$ cat src/rtl/mips32_prog_loader.sv
// Boot-time program loader: unpacks a framed byte stream into 32-bit words, writes them
// into the core's MEM array and releases the core once the trailing checksum matches.
// Optional write readback check is enabled by defining LOADER_READBACK_EN.
module mips32_prog_loader #(
    parameter int ADDR_W    = 10,
    parameter int BASE_ADDR = 0,
    parameter int MAX_WORDS = 1024
) (
    input  logic              clk,
    input  logic              rst,
    input  logic              start,
    input  logic              in_valid,
    input  logic [7:0]        in_data,
    output logic              in_ready,
    output logic              mem_we,
    output logic [ADDR_W-1:0] mem_addr,
    output logic [31:0]       mem_wdata,
    input  logic [31:0]       mem_rdata,
    output logic              busy,
    output logic              done,
    output logic              error,
    output logic [1:0]        err_code,
    output logic              cpu_run,
    output logic [ADDR_W:0]   word_count
);

    localparam logic [2:0] S_IDLE   = 3'd0;
    localparam logic [2:0] S_HDR    = 3'd1;
    localparam logic [2:0] S_DATA   = 3'd2;
    localparam logic [2:0] S_WRITE  = 3'd3;
    localparam logic [2:0] S_VERIFY = 3'd4;
    localparam logic [2:0] S_CSUM   = 3'd5;
    localparam logic [2:0] S_DONE   = 3'd6;
    localparam logic [2:0] S_ERR    = 3'd7;

    localparam logic [ADDR_W-1:0] BASE  = ADDR_W'(BASE_ADDR);
    localparam logic [31:0]       MAX_N = 32'(MAX_WORDS);

    logic [2:0]        state_reg, state_next;
    logic [1:0]        byte_cnt_reg;
    logic [31:0]       sum_reg;
    logic [ADDR_W:0]   count_reg;
    logic [ADDR_W:0]   word_count_reg;
    logic [1:0]        err_code_reg;
    logic [ADDR_W-1:0] mem_addr_reg;
    logic [31:0]       mem_wdata_reg;

    logic        xfer;
    logic        last_byte;
    logic        bad_count;
    logic        last_after_write;
    logic [31:0] word_full;

    assign xfer      = in_valid && in_ready;
    assign last_byte = xfer && (byte_cnt_reg == 2'd3);

    // Bytes 0..2 of the current word are captured in their own lanes; byte 3 is
    // taken straight from in_data so the complete word is usable on the 4th transfer.
    genvar gi;
    generate
        for (gi = 0; gi < 3; gi++) begin : g_lane
            logic [7:0] byte_reg;
            always_ff @(posedge clk) begin
                if (rst) begin
                    byte_reg <= '0;
                end else if (xfer && (byte_cnt_reg == 2'(gi))) begin
                    byte_reg <= in_data;
                end
            end
        end
    endgenerate

    assign word_full = {g_lane[0].byte_reg, g_lane[1].byte_reg, g_lane[2].byte_reg, in_data};
    assign bad_count = (word_full == 32'd0) || (word_full > MAX_N);
    assign last_after_write = ((word_count_reg + 1'b1) == count_reg);

`ifdef LOADER_READBACK_EN
    logic verify_cnt_reg;
    logic readback_bad;

    assign readback_bad = (mem_rdata != mem_wdata_reg);

    always_ff @(posedge clk) begin
        if (rst) begin
            verify_cnt_reg <= 1'b0;
        end else begin
            verify_cnt_reg <= (state_reg == S_VERIFY) && !verify_cnt_reg;
        end
    end
`else
    logic unused_rdata;
    assign unused_rdata = ^mem_rdata;
`endif

    always_comb begin
        state_next = state_reg;
        case (state_reg)
            S_IDLE:   if (start) state_next = S_HDR;
            S_HDR:    if (last_byte) state_next = bad_count ? S_ERR : S_DATA;
            S_DATA:   if (last_byte) state_next = S_WRITE;
`ifdef LOADER_READBACK_EN
            S_WRITE:  state_next = S_VERIFY;
            S_VERIFY: begin
                if (verify_cnt_reg) begin
                    if (readback_bad) begin
                        state_next = S_ERR;
                    end else begin
                        // word_count already advanced during WRITE
                        state_next = (word_count_reg == count_reg) ? S_CSUM : S_DATA;
                    end
                end
            end
`else
            S_WRITE:  state_next = last_after_write ? S_CSUM : S_DATA;
`endif
            S_CSUM:   if (last_byte) state_next = (word_full == sum_reg) ? S_DONE : S_ERR;
            S_DONE:   if (start) state_next = S_HDR;
            S_ERR:    if (start) state_next = S_HDR;
            default:  state_next = S_IDLE;
        endcase
    end

    always_ff @(posedge clk) begin
        if (rst) begin
            state_reg      <= S_IDLE;
            byte_cnt_reg   <= '0;
            sum_reg        <= '0;
            count_reg      <= '0;
            word_count_reg <= '0;
            err_code_reg   <= '0;
            mem_addr_reg   <= '0;
            mem_wdata_reg  <= '0;
        end else begin
            state_reg <= state_next;
            if (xfer) begin
                byte_cnt_reg <= byte_cnt_reg + 2'd1;
            end
            case (state_reg)
                S_IDLE, S_DONE, S_ERR: begin
                    if (start) begin
                        byte_cnt_reg   <= '0;
                        sum_reg        <= '0;
                        word_count_reg <= '0;
                        err_code_reg   <= 2'b00;
                    end
                end
                S_HDR: begin
                    if (last_byte) begin
                        count_reg      <= word_full[ADDR_W:0];
                        sum_reg        <= '0;
                        word_count_reg <= '0;
                        if (bad_count) begin
                            err_code_reg <= 2'b01;
                        end
                    end
                end
                S_DATA: begin
                    if (last_byte) begin
                        mem_addr_reg  <= BASE + word_count_reg[ADDR_W-1:0];
                        mem_wdata_reg <= word_full;
                    end
                end
                S_WRITE: begin
                    sum_reg        <= sum_reg + mem_wdata_reg;
                    word_count_reg <= word_count_reg + 1'b1;
                end
`ifdef LOADER_READBACK_EN
                S_VERIFY: begin
                    if (verify_cnt_reg && readback_bad) begin
                        err_code_reg <= 2'b11;
                    end
                end
`endif
                S_CSUM: begin
                    if (last_byte && (word_full != sum_reg)) begin
                        err_code_reg <= 2'b10;
                    end
                end
                default: ;
            endcase
        end
    end

    assign in_ready   = (state_reg == S_HDR) || (state_reg == S_DATA) || (state_reg == S_CSUM);
    assign busy       = in_ready || (state_reg == S_WRITE) || (state_reg == S_VERIFY);
    assign mem_we     = (state_reg == S_WRITE);
    assign done       = (state_reg == S_DONE);
    assign cpu_run    = (state_reg == S_DONE);
    assign error      = (state_reg == S_ERR);
    assign err_code   = err_code_reg;
    assign word_count = word_count_reg;
    assign mem_addr   = mem_addr_reg;
    assign mem_wdata  = mem_wdata_reg;

endmodule

$ cat config.mk
export PLATFORM = sky130hd
export DESIGN_NAME = mips32_prog_loader
export DESIGN_NICKNAME = d
export VERILOG_FILES = /design/src/rtl/mips32_prog_loader.sv
export SDC_FILE = /design/constraint.sdc
export NUM_CORES = 1
export LEC_CHECK = 0
export CORE_MARGIN = 1.5
export CORE_UTILIZATION = 39
export DETAILED_ROUTE_END_ITERATION = 6
export GPL_TIMING_DRIVEN = 1
export PLACE_DENSITY = 0.69
export SKIP_CTS_REPAIR_TIMING = 1
export SLEW_MARGIN = 10
export SYNTH_ARGS = -nofsm -noshare
export SYNTH_HDL_FRONTEND = slang
export SYNTH_SLANG_ARGS = --single-unit
$ cat constraint.sdc
create_clock -name clk -period 5.7 [get_ports clk]
set_input_delay 0.57 -clock clk [delete_from_list [all_inputs] [get_ports clk]]
set_output_delay 0.57 -clock clk [all_outputs]
set_load 0.05 [all_outputs]
==> flow_summary_export.csv, run 1 <==
group,metric,value,unit
routing,ant_nets,0,
grt,antenna_found_initial,0,
final_layout,area_growth,20.3,%
setup_path,cpMaxStageDelayCell,"clkdlybuf4s50_1",
clock_network,cts_buffers,17,
timing,rsz0062_at_grt,"no",
floorplanning,die_x,139,um
grt,grt_remaining_overflow,0,
yosys,ys_ff_latch,127,
final_layout,drive_gt1_frac,0.0636,
timing,hold_viol,0,
placed_design,dp_cells,1172,
power_and_ir_drop,peakVddDrop,0.228,mV
yosys,synth_nets,1000,
power_and_ir_drop,swShare,0.317,
final_layout,fin_cells,1204,
setup_path,cp_common_cell,"inv_1",
setup_path,crit_arrival,3.02,ns
grt,grt_usage,0.214,
setup_path,worstSetupPathType,"reg2out",
timing,finalSetupTns,0,ns
yosys,yosys_warnings,0,
final_layout,diodes,0,
timing,fin_crit_sh,0.631,
timing,relSlewSlack,0.241,
floorplanning,dieArea,0.0192,mm^2
clock_network,clock_latency,0.42,ns
routing,wl_met3,1110,um
yosys,ys_types,66,
power_and_ir_drop,pwr-share-comb,0.182,
yosys,synth-edff-count,0,
placed_design,gp_congestion,0.905,
routing,drt_iter0_markers,615,
routing,routed_via_density,5.59,
routing,top_layer,"met4",
setup_path,path_max_fanout,18,
power_and_ir_drop,p_per_area,292,mW/mm^2
clock_network,root_buffer,"clkbuf_16",
power_and_ir_drop,p_leak,3.19,nW
setup_path,critPathRequiredTime,5.13,ns
clock_network,cts-htree-levels,4,
power_and_ir_drop,internal_power,1.72,mW
setup_path,crit_buf_inv,3,
clock_network,cts_sinks,127,
placed_design,port_buffers,72,
routing,wl_met2,9320,um
floorplanning,dieHeight,139,um
yosys,synth_area,0.00718,mm^2
timing,whs,0.452,ns
final_layout,final_common_cell,"nand2_1",
clock_network,clk_pin_slew,0.06,ns
timing,max_freq,0.278,GHz
placed_design,dp_hpwl,14300,um
clock_network,cts_tree,"done",
floorplanning,start_util,0.398,
final_layout,fin_area,0.00863,mm^2
power_and_ir_drop,clockPowerShare,0.437,
routing,drtPass1Iterations,5,
clock_network,clk_path_buf_depth,2,
yosys,synth_ff_type,"dfxtp_1",
setup_path,worstPathCellList,"inv_1, or3_1, inv_1, clkdlybuf4s50_1",
yosys,syn_inst,919,
timing,finalSetupViolations,0,
routing,vias,6729,
final_layout,final_util,0.479,
routing,drc_errors,0,
routing,drt-total-wl,20300,um
grt,grt_max_degree,78,
routing,met1_length,9490,um
flow_run,cap_violations,0,
setup_path,slowest_delay,0.83,ns
grt,grt_pass1_wl,33000,um
hold_path,hold_path_class,"reg2reg",
outcome,status,"finished clean",
yosys,yosysSeqAreaShare,0.354,
timing,skew,0.00990,ns
placed_design,placed_area,0.00804,mm^2
floorplanning,core,0.0180,mm^2
power_and_ir_drop,switchingPower,0.799,mW
grt,grt_pass1_vias,6078,
setup_path,critPathLaunchType,"flip-flop",
final_layout,final_cell_mix,"nand2_1, dfxtp_1, a21oi_1, nor2_1, clkdlybuf4s50_1",
yosys,ys_async_sr_fraction,0,
routing,routedWlPerCell,16.9,um
yosys,synth.avg_cell_area,7.81,um^2
floorplanning,rows,49,
setup_path,cp_top_family,"buffers and inverters",
timing,fin_crit,3.59,ns
floorplanning,num_io_pins,105,
timing,tightest_slew,1.13,ns
timing,maxSlewViolCount,0,
setup_path,end_kind,"primary output",
power_and_ir_drop,p_seq_frac,0.381,
final_layout,fin_nets,1043,
## power groups by stage
stage	clock [mW]	sequential, mW	combinational [mW]
after floorplan	0	0.960	0.332
after global placement	0	0.978	0.452
after detailed placement	0	0.979	0.454
after CTS	1.12	0.959	0.456
after global routing	1.15	0.966	0.499
final	1.10	0.960	0.458
## worst register-to-register path, delay by kind of cell (launching register included)
| family | cells | cell delay, ns |
|---|---|---|
| AO/OA/AOI/OAI | 1 | 0.48 |
| flip-flops | 1 | 0.56 |
| AND/OR/NAND/NOR | 4 | 1.29 |
| buffers and inverters | 3 | 0.73 |
## area by class of cell
cell class / instances / area, um^2
inverters: 15 / 56.3
well taps: 229 / 287
clock buffers: 18 / 439
repair buffers: 80 / 778
multi-input cells: 721 / 4380
fillers: 1812 / 9390
flip-flops and latches: 127 / 2540
clock inverters: 14 / 154
## cell usage after synthesis (7+ instances only)
library cell / n / area [um^2]
a21o_1: 18 / 135
nor2b_1: 7 / 43.8
a22oi_1: 15 / 113
inv_1: 14 / 52.6
nor2_1: 72 / 270
dfxtp_1: 127 / 2540
nor3_1: 11 / 55.1
nand4_1: 11 / 68.8
xor2_1: 14 / 123
and3_1: 8 / 50.1
mux2i_1: 12 / 120
a211oi_1: 7 / 52.6
xnor2_1: 56 / 490
or3_1: 7 / 43.8
o21a_1: 7 / 52.6
clkbuf_1: 47 / 176
nor4_1: 9 / 56.3
ha_1: 36 / 450
o21ai_0: 40 / 200
nand2_1: 166 / 623
a21oi_1: 113 / 566
nand3_1: 36 / 180
## layer usage
layer  track usage  vias up
li1              -     3330
met1         0.297     3169
met2         0.336      200
met3        0.0404       30
met4        0.0696        0
met5             0        -
## path summary, 6_finish.rpt
path | depth (start not counted) | end | from | slack (ns)
worst max-delay path | 4 | mem_we | state_reg[0]$_SDFFE_PP0P_ | 2.11
worst min-delay path | 2 | mem_addr[4]$_SDFFE_PP0P_ | mem_addr[4]$_SDFFE_PP0P_ | 0.45
worst max register to register | 8 | sum_reg[31]$_SDFFE_PP0P_ | state_reg[0]$_SDFFE_PP0P_ | 2.58
worst min register to register | 2 | mem_addr[4]$_SDFFE_PP0P_ | mem_addr[4]$_SDFFE_PP0P_ | 0.45
## cells by family (layout without fill, tap and decap cells)
kind of cell	count (synthesis)	in the layout	share of synthesized area
muxes	13	13	0.0183
adders and majority gates	37	37	0.0655
AOI/OAI and AO/OA	244	244	0.211
DFF	127	127	0.354
and+or+nand+nor	357	357	0.228
buffers and inverters	71	127	0.0385
xor gates and xnor gates	70	70	0.0854
## through the flow
step | total power [mW] | setup WS (ns)
after floorplan | 1.29 | 2.82
after global placement | 1.43 | 2.46
after detailed placement | 1.43 | 2.43
after CTS | 2.53 | 2.11
after global routing | 2.62 | 2.00
final | 2.52 | 2.11
No activity file was read; power rests on OpenSTA's default activity.
==> run 2, diff against run 1 <==
- PLACE_DENSITY: 0.69 -> 0.71
- clock period: 5.7 -> 3.2 ns (I/O delays scaled with it)
==> run 2 against run 1 <==
First-iteration DRC count shrank 5.4%. Critical endpoint is now sum_reg[28]$_SDFFE_PP0P_. Global-route usage shrank 0.35 points. Wire length fell by 1.0%. Cell count increased by 1.2%. Sequential share of layout area shrank 0.48 points. Clock power is 85% higher. Sequential power up 77%. Flip-flop and latch count did not move. Register-to-register slack lost 2.4 ns. Worst setup slack worse by 1.9 ns.
==> flow_summary_export.csv, run 2 (same netlist as run 1, synthesis figures left out) <==
group,metric,value,unit
setup_path,critPathRequiredTime,3.52,ns
clock_network,cts_buffers,17,
setup_path,critPathLaunchType,"flip-flop",
floorplanning,rows,49,
final_layout,diodes,0,
setup_path,cp-startpoint,"mem_wdata[0]$_SDFFE_PP0P_",
placed_design,dp_hpwl,14600,um
timing,fin_crit,3.02,ns
setup_path,r2r-start,"mem_wdata[0]$_SDFFE_PP0P_",
setup_path,worstSetupPathType,"reg2reg",
clock_network,clk_pin_slew,0.06,ns
timing,skew,0.0122,ns
final_layout,final_util,0.487,
placed_design,pre_cts_ws,0.219,ns
floorplanning,die_x,139,um
final_layout,multi_input_area,0.00438,mm^2
grt,grt_remaining_overflow,0,
clock_network,cts_sinks,127,
grt,grt_pass1_vias,6181,
timing,whs,0.376,ns
grt,grt_pass1_wl,32600,um
timing,max_freq,0.331,GHz
floorplanning,start_util,0.398,
routing,drt-total-wl,20100,um
clock_network,cts-htree-levels,4,
final_layout,final_cell_mix,"nand2_1, dfxtp_1, a21oi_1, nor2_1, clkdlybuf4s50_1",
timing,rsz0062_at_grt,"no",
placed_design,port_buffers,72,
routing,routedWlPerCell,16.5,um
final_layout,fin_cells,1218,
timing,finalSetupTns,0,ns
outcome,status,"finished clean",
routing,vias,6737,
power_and_ir_drop,p_leak,3.28,nW
hold_path,hold_path_class,"in2reg",
routing,drc_errors,0,
clock_network,clk_path_buf_depth,2,
routing,drtPass1Iterations,5,
clock_network,root_buffer,"clkbuf_16",
timing,relSlewSlack,0.408,
setup_path,path_max_fanout,3,
final_layout,fill_cells,1751,
setup_path,reg2reg_slack,0.18,ns
final_layout,fin_nets,1057,
final_layout,fin_area,0.00878,mm^2
timing,finalSetupViolations,0,
placed_design,dp_cells,1186,
timing,tightest_slew,0.885,ns
placed_design,gp_congestion,0.950,
grt,grt_max_degree,60,
power_and_ir_drop,peakVddDrop,0.403,mV
final_layout,final_common_cell,"nand2_1",
grt,grt_usage,0.211,
floorplanning,core,0.0180,mm^2
routing,routed_via_density,5.53,
final_layout,area_growth,22.3,%
timing,maxSlewViolCount,0,
timing,setup_slack,0.177,ns
power_and_ir_drop,power,4.59,mW
floorplanning,dieArea,0.0192,mm^2
hold_path,hp-start,"rst",
final_layout,drive_gt1_frac,0.0779,
setup_path,end_kind,"flip-flop",
timing,hold_viol,0,
routing,ant_nets,0,
floorplanning,dieHeight,139,um
grt,antenna_found_initial,0,
placed_design,placed_area,0.00816,mm^2
power_and_ir_drop,p_per_area,523,mW/mm^2
routing,drt_iter0_markers,582,
clock_network,cts_tree,"done",
floorplanning,num_io_pins,105,
setup_path,crit_arrival,3.34,ns
final_layout,seq_area,0.00254,mm^2
clock_network,clock_latency,0.43,ns
timing,fin_crit_sh,0.945,
flow_run,cap_violations,0,
run 2: cell types whose count changed in the layout (fill, tap and decap cells not counted), sizes merged:
cell and delta:
bufinv +1, buf +15, clkinvlp -1, clkdlybuf4s50 -1
clkinv +2, inv -2
run 2: path summary, 6_finish.rpt:
path | to | cells after the start
min reg2reg | mem_addr[0]$_SDFFE_PP0P_ | 2
min | sum_reg[21]$_SDFFE_PP0P_ | 2
max | sum_reg[28]$_SDFFE_PP0P_ | 10
max reg2reg | sum_reg[28]$_SDFFE_PP0P_ | 10
run 2: area by class of cell:
type / instances / share of cell area
multi-input cells: 721 / 0.499
flip-flops and latches: 127 / 0.290
repair buffers: 94 / 0.102
clock buffers: 18 / 0.0500
well taps: 229 / 0.0326
clock inverters: 14 / 0.0207
inverters: 15 / 0.00641
run 2: power by group:
group,internal [mW],total (mW),switching [mW]
Combinational,0.275,0.848,0.573
Sequential,1.63,1.70,0.0723
Clock,1.26,2.04,0.783
Total,3.16,4.59,1.43
run 2: per-layer routing:
metal  up-vias  track usage  wire [um]
met4         0       0.0707        355
met1      3161        0.298       9650
met3        30       0.0373       1020
met5         -            0          0
li1       3354            -          -
met2       192        0.324       9070
run 2: worst max-delay path, stage by stage, from the launching register on:
cell and delay (ns):
dfxtp_1 0.33, ha_1 0.22, fa_1 0.43, a211oi_2 0.22, nor2_1 0.11, o31ai_2 0.30, nand2_1 0.15, a311oi_2 0.41
nor4b_1 0.15, or3_1 0.33, a32o_1 0.25
